File: config.mk
export PLATFORM = sky130hd
export DESIGN_NAME = ex_stage
export DESIGN_NICKNAME = d
export VERILOG_FILES = /design/src/rtl/ex_stage.sv
export SDC_FILE = /design/constraint.sdc
export NUM_CORES = 1
export LEC_CHECK = 0
export ABC_AREA = 1
export ABC_CLOCK_PERIOD_IN_PS = 2200
export CORE_UTILIZATION = 59
export CTS_BUF_LIST = sky130_fd_sc_hd__clkbuf_4
export CTS_CLUSTER_DIAMETER = 200
export DETAILED_ROUTE_END_ITERATION = 16
export PLACE_DENSITY = 0.95
export SLEW_MARGIN = 20
export SYNTH_ARGS = -nofsm -noshare
export SYNTH_HDL_FRONTEND = slang
export SYNTH_SLANG_ARGS = --single-unit
File: constraint.sdc
create_clock -name clk -period 2.2 [get_ports clk]
set_clock_uncertainty 0.05 [all_clocks]
set_input_delay 0.33 -clock clk [delete_from_list [all_inputs] [get_ports clk]]
set_output_delay 0.33 -clock clk [all_outputs]
set_load 0.02 [all_outputs]
File: src/rtl/ex_stage.sv
// EX pipeline stage: operand select, ALU, and the EX/MEM pipeline register.
// Optional EX-to-EX forwarding is compiled in when EX_STAGE_FORWARD_EN is defined.
module ex_stage #(
    parameter int unsigned DATA_W = 32
) (
    input  logic              clk,
    input  logic              rst_n,
    input  logic              in_valid,
    input  logic              stall,
    input  logic              flush,
    input  logic [2:0]        ALU_control,
    input  logic [DATA_W-1:0] rs_data,
    input  logic [DATA_W-1:0] rt_data,
    input  logic [DATA_W-1:0] imm,
    input  logic              alu_src,
    input  logic [4:0]        rs_addr,
    input  logic [4:0]        rt_addr,
    input  logic [4:0]        rd_addr,
    input  logic              reg_write,
    input  logic              mem_read,
    input  logic              mem_write,
    output logic              ex_valid,
    output logic [DATA_W-1:0] ex_alu_result,
    output logic              ex_zero,
    output logic [DATA_W-1:0] ex_store_data,
    output logic [4:0]        ex_rd_addr,
    output logic              ex_reg_write,
    output logic              ex_mem_read,
    output logic              ex_mem_write
);

    localparam int unsigned REG_W = 5;

    localparam logic [2:0] OP_AND = 3'b000;
    localparam logic [2:0] OP_OR  = 3'b001;
    localparam logic [2:0] OP_ADD = 3'b010;
    localparam logic [2:0] OP_SUB = 3'b110;
    localparam logic [2:0] OP_SLT = 3'b111;

    logic              r_valid;
    logic [DATA_W-1:0] r_alu_result;
    logic              r_zero;
    logic [DATA_W-1:0] r_store_data;
    logic [REG_W-1:0]  r_rd_addr;
    logic              r_reg_write;
    logic              r_mem_read;
    logic              r_mem_write;

    logic [DATA_W-1:0] w_op_a;
    logic [DATA_W-1:0] w_rt_val;
    logic [DATA_W-1:0] w_op_b;
    logic [DATA_W-1:0] w_alu_result;
    logic              w_zero;
    logic              w_slt;

`ifdef EX_STAGE_FORWARD_EN
    // A load in EX/MEM has no result yet, so it is never a forwarding source.
    logic w_fwd_src_ok;
    logic w_fwd_rs;
    logic w_fwd_rt;

    assign w_fwd_src_ok = r_valid && r_reg_write && !r_mem_read && (r_rd_addr != REG_W'(0));
    assign w_fwd_rs     = w_fwd_src_ok && (r_rd_addr == rs_addr);
    assign w_fwd_rt     = w_fwd_src_ok && (r_rd_addr == rt_addr);

    assign w_op_a   = w_fwd_rs ? r_alu_result : rs_data;
    assign w_rt_val = w_fwd_rt ? r_alu_result : rt_data;
`else
    logic w_unused_src_addr;

    assign w_unused_src_addr = ^{rs_addr, rt_addr};
    assign w_op_a            = rs_data;
    assign w_rt_val          = rt_data;
`endif

    assign w_op_b = alu_src ? imm : w_rt_val;
    assign w_slt  = $signed(w_op_a) < $signed(w_op_b);

    // ALU; unknown codes produce zero, add/sub wrap silently.
    always_comb begin
        w_alu_result = '0;
        case (ALU_control)
            OP_ADD:  w_alu_result = w_op_a + w_op_b;
            OP_SUB:  w_alu_result = w_op_a - w_op_b;
            OP_AND:  w_alu_result = w_op_a & w_op_b;
            OP_OR:   w_alu_result = w_op_a | w_op_b;
            OP_SLT:  w_alu_result = DATA_W'(w_slt);
            default: w_alu_result = '0;
        endcase
    end

    assign w_zero = (w_alu_result == '0);

    // EX/MEM register: flush beats stall beats load; an empty slot loads a bubble.
    always_ff @(posedge clk or negedge rst_n) begin
        if (!rst_n) begin
            r_valid      <= 1'b0;
            r_alu_result <= '0;
            r_zero       <= 1'b0;
            r_store_data <= '0;
            r_rd_addr    <= '0;
            r_reg_write  <= 1'b0;
            r_mem_read   <= 1'b0;
            r_mem_write  <= 1'b0;
        end else if (flush || (!stall && !in_valid)) begin
            r_valid      <= 1'b0;
            r_alu_result <= '0;
            r_zero       <= 1'b0;
            r_store_data <= '0;
            r_rd_addr    <= '0;
            r_reg_write  <= 1'b0;
            r_mem_read   <= 1'b0;
            r_mem_write  <= 1'b0;
        end else if (!stall) begin
            r_valid      <= 1'b1;
            r_alu_result <= w_alu_result;
            r_zero       <= w_zero;
            r_store_data <= w_rt_val;
            r_rd_addr    <= rd_addr;
            r_reg_write  <= reg_write;
            r_mem_read   <= mem_read;
            r_mem_write  <= mem_write;
        end
    end

    assign ex_valid      = r_valid;
    assign ex_alu_result = r_alu_result;
    assign ex_zero       = r_zero;
    assign ex_store_data = r_store_data;
    assign ex_rd_addr    = r_rd_addr;
    assign ex_reg_write  = r_reg_write;
    assign ex_mem_read   = r_mem_read;
    assign ex_mem_write  = r_mem_write;

endmodule

==> summary.md, run 1 <==
| Metric | Value |
|---|---|
| H-tree depth | 3 |
| Top FF cell, synth | dfrtp_1 |
| Syn Nets | between 1,500 and 2,000 |
| Post-synthesis sequential area ratio | a little under a fifth |
| Hold_buf cts | 1 |
| Status | stopped before the end |
| TritonCTS Buffers | 9 |
| Post CTS Setup Buffer Count | 76 |
| Ys Warns | 0 |
| Area share of the largest cell type after synthesis | approximately a fifth |
| Post-synth EDFFs | 0 |
| Area of the mapped netlist | between 9000 and 10,000 µm² |
| Yosys cell types | 37 |
| IO Pins | 197 |
| Register bit total from synthesis | 74 |
| Sink Count | 74 |
| Dpl cells | 2,272 |
| CTS max path bufs | 2 |
| Die X | about 130 µm |
| FP Rows | 46 |
| Error message | [ERROR DPL-0038] Utilization greater than 100%, impossible to legalize |
| HPWL Detailed | 38,500 µm |
| Ys async rst share | 100% |
| Placer Congestion | approximately 1.1 |
| CTS root buf | clkbuf_4 |
| Top cell type by total area after synthesis | dfrtp_1 |
| Die Ht | 130 µm |
| Buffers added on ports | ~190 |
| Fail Step | clock tree synthesis |
| Ranking of synthesized cells by area | dfrtp_1 19%, nand2_1 19%, ha_1 15% |
| Post-cts resize count | slightly above 700 |
| Mean Syn Cell Area | slightly above 6 µm² |
| Initial Util | roughly three fifths |
| Synth Instances | 1,605 |
## through the flow
| stage | worst slack [ns] | cell area (µm²) |
|---|---|---|
| after detailed placement | -1.47 | 14100 |
| after floorplan | -0.385 | 9820 |
| after global placement | -1.02 | 14100 |
## cells by family after synthesis
family	share of synthesized area (%)
and+or+nand+nor	36.2
xor gates and xnor gates	0.0903
buffers and inverters	15.7
adders and majority gates	15.0
AOI/OAI and AO/OA	14.0
DFF	19.1
## Yosys cell counts, types with 10 or more instances
library cell / instances
buf_2: 10
nor3_1: 15
o21ai_0: 57
buf_4: 10
nand3_1: 147
nor2_1: 128
nand4_1: 19
a22o_1: 66
ha_1: 113
a21oi_1: 52
inv_1: 320
dfrtp_1: 74
nand3b_1: 11
clkbuf_1: 21
o22ai_1: 20
nand2_1: 482
==> run 2: changes to the inputs <==
Settings changed: CORE_UTILIZATION 59 to 40, CTS_BUF_LIST sky130_fd_sc_hd__clkbuf_4 to unset, CTS_CLUSTER_DIAMETER 200 to unset, PLACE_DENSITY 0.95 to unset, PLACE_DENSITY_LB_ADDON set to 0.15.
==> summary.md, run 2 <==
| Metric | Value |
|---|---|
| Status | complete, but fails checks (was stopped before the end) |
| Failing checks | setup timing |
| Hold path startpoint | rt_data[0] |
| Sink Count | 74 (unchanged) |
| Top Family by Delay on Critical Path | simple AND/OR/NAND/NOR gates |
| CP max stage cell | ha_4 |
| GRT overflow | 0 |
| Setup CP Type | input port to register |
| Initial antenna violation count | 2 |
| R2r startpoint | ex_rd_addr[2]$_DFFE_PN0P_ |
| CTS max path bufs | 2 (unchanged) |
| Ys async rst share | 100% (unchanged) |
| R2R setup slack | between 1 and 1.5 ns |
| CP Data Arrival Time | roughly 3 ns |
| Placer Congestion | 0.985 (was 1.13) |
| Ys Warns | 0 (unchanged) |
| Register bit total from synthesis | 74 (unchanged) |
| Relative slew margins | around two fifths |
| Max FO, Critical Path | 7 |
| Fill count | about 1,500 |
| Area of the mapped netlist | 9700 µm² (unchanged) |
| Routed WL | 51,400 µm |
| Max-Cap Viols | 0 |
| Top cell type by total area after synthesis | dfrtp_1 (unchanged) |
| Buffers added on ports | 186 (unchanged) |
| Die Ht | 158 µm (was 130 µm) |
| Initial Util | 41.1% (was 60.9%) |
| CP peak stage delay | roughly 0.29 ns |
| Synth Instances | 1,605 (unchanged) |
| DRC violations left | 0 |
| Setup TNS | -11.24 ns |
| Vias | 13,700 |
| CTS root buf | clkbuf_16 (was clkbuf_4) |
| Ranking of synthesized cells by area | dfrtp_1 19%, nand2_1 19%, ha_1 15% (unchanged) |
| Nets | approximately 2,500 |
| HPWL Detailed | 36,100 µm (was 38,500 µm) |
| Largest net degree at the start of global routing | 42 |
| Most frequent CP cell | nand2_2 |
| CP cell instances | buf_16 > buf_12 > buf_8 > o21ai_4 > ha_4 > nor2_4 > nand2_2 > nor3_2 > nand2_2 > nand3_4 > nand2_4 > nand2_2 > nand2_2 > nand3_2 > nand2_2 > nor2_4 > nand3_2 > nor2_4 > nand3_2 > nand2_1 |
| Share of the core filled with cells | 82.1% |
| Drt via density | ~5.4 |
| Top FF cell, synth | dfrtp_1 (unchanged) |
| Max Fclk | about 350 MHz |
| Hold Vio Cnt, Final | 0 |
| Leakage | between 9 and 10 nW |
| Latest clock arrival within the worst-skew pair | 0.33 ns |
| Area share of the largest cell type after synthesis | 19.1% (unchanged) |
| Tcrit/Tclk final | 128% |
| Core area | 23,600 µm² |
| Layout area overhead | 99.9% |
| Reg-to-reg endpoint | ex_rd_addr[2]$_DFFE_PN0P_ |
| VDD IR max | 548 µV |
| Die X | 158 µm (was 130 µm) |
| Most common cell after layout, fill and taps aside | buf_4 |
| Share of post-route cells with drive strength above 1 | between 50% and 60% |
| Syn Nets | 1,843 (unchanged) |
| Die area | around 25,000 µm² |
| Yosys cell types | 37 (unchanged) |
| Post-route setup slack | -0.620 ns |
| Worst slew pin tran | 0.887 ns |
| Path depth of the worst reg2reg path | 1 |
| WP buf/inv | 3 |
| Avg WL per Cell | slightly above 20 µm |
| CTS tree | done |
| FP Rows | 56 (was 46) |
| Worst Hold Depth | 2 |
| Post-synth EDFFs | 0 (unchanged) |
| Tot GR Track Use | between 30% and 40% |
| Critical path capture point type | register |
| Pwr dens | about 440 nW/µm² |
| First-pass GRT wire length | around 74,000 µm |
| Post-synthesis sequential area ratio | 19.1% (unchanged) |
| H-tree depth | 3 (unchanged) |
| TritonCTS Buffers | 9 (unchanged) |
| Mean Syn Cell Area | 6.05 µm² (unchanged) |
| Commonest cells in the netlist | 482 x nand2_1, 320 x inv_1, 147 x nand3_1 (unchanged) |
| Most frequent cells in the layout | 357 x buf_4, 238 x nand2_1, 229 x inv_1 |
| Crit start category | input port |
| Remaining antenna violation count | 0 |
| IO Pins | 197 (unchanged) |
| RSZ-0062 raised after global routing | yes |
| Pre-Repair DR Iteration Count | 5 |
| Post-Place Cell Area | 14,600 µm² (was 14,100 µm²) |
| Worst-path clk slew | ~0.06 ns |
| Hold Slack | about 0.19 ns |
| Worst Hold Class | input port to register |
| Vias in the first global route | 13,500 |
| Antenna cells | 0 |
| Tot Pwr | 8.49 mW |
| DRT iter0 DRCs | roughly 1,000 |
| Max-slew violations | 0 |
| Critical Path RT | 2.42 ns |
| Hold path endpoint | ex_store_data[0]$_DFFE_PN0P_ |
| Fin area | about 19,000 µm² |
| Most common cell in the netlist | nand2_1 (unchanged) |
| Final setup viols | 31 |
| Post-layout minimum cycle time | approximately 2.8 ns |
run 2: cell counts after synthesis:
No cell type changed its count.
run 2: worst max path at each step:
stage                      from                  end  slack [ns]  cells past startpoint
finish                  alu_src  ex_zero$_DFFE_PN0P_       -0.62                     20
detailed placement  rt_data[20]  ex_zero$_DFFE_PN0P_       -1.51                     17
global placement    rt_data[20]  ex_zero$_DFFE_PN0P_       -1.51                     17
CTS                     alu_src  ex_zero$_DFFE_PN0P_       -0.42                     21
floorplan               alu_src  ex_zero$_DFFE_PN0P_       -0.39                     20
global route            alu_src  ex_zero$_DFFE_PN0P_       -0.73                     20
run 2: layout make-up:
| cell class | instances | area, µm² | share of cell area [%] |
|---|---|---|---|
| Tap cell | 319 | 399 | 2.06 |
| Sequential cell | 74 | 1850 | 9.55 |
| Clock buffer | 14 | 264 | 1.36 |
| Timing Repair Buffer | 665 | 6030 | 31.1 |
| Multi-Input combinational cell | 1152 | 9540 | 49.2 |
| Inverter | 329 | 1270 | 6.56 |
| Clock inverter | 2 | 35.0 | 0.181 |
run 2: routing by layer:
metal / up-vias / track usage [%] / routed length [µm]
met2: 670 / 65.4 / 23500
met3: 146 / 8.35 / 4830
li1: 6308 / - / -
met4: 4 / 12.5 / 1960
met5: - / 0 / 26
met1: 6551 / 51.6 / 21100
run 2: report_power, final:
part / total (mW) / internal [mW] / switching [mW]
clock: 1.51 / 0.941 / 0.572
sequential: 1.47 / 1.42 / 0.0429
combinational: 5.51 / 2.49 / 3.02
run 2: repair_timing:
action                                  CTS  global route
pin swaps                               322           168
resized for setup                       833           223
endpoints found under the setup margin   33            32
hold buffers                              1             0
hold endpoints to repair                 33             0
cloned                                    3             0
setup buffers                            85            32
run 2: cell families after synthesis:
| group | synth area share (%) |
|---|---|
| simple gates | 36.2 |
| xor+xnor | 0.0903 |
| flops | 19.1 |
| buf+inv | 15.7 |
| fa+ha+maj | 15.0 |
| compound gates | 14.0 |
run 2: through the flow:
step | setup slack (ns) | std cells
finish | -0.620 | 2555
detailed placement | -1.51 | 2432
global placement | -1.51 | 2432
floorplan | -0.385 | 1605
CTS | -0.415 | 2526
global route | -0.726 | 2555
Note: power is estimated with default switching activity, not from simulation.
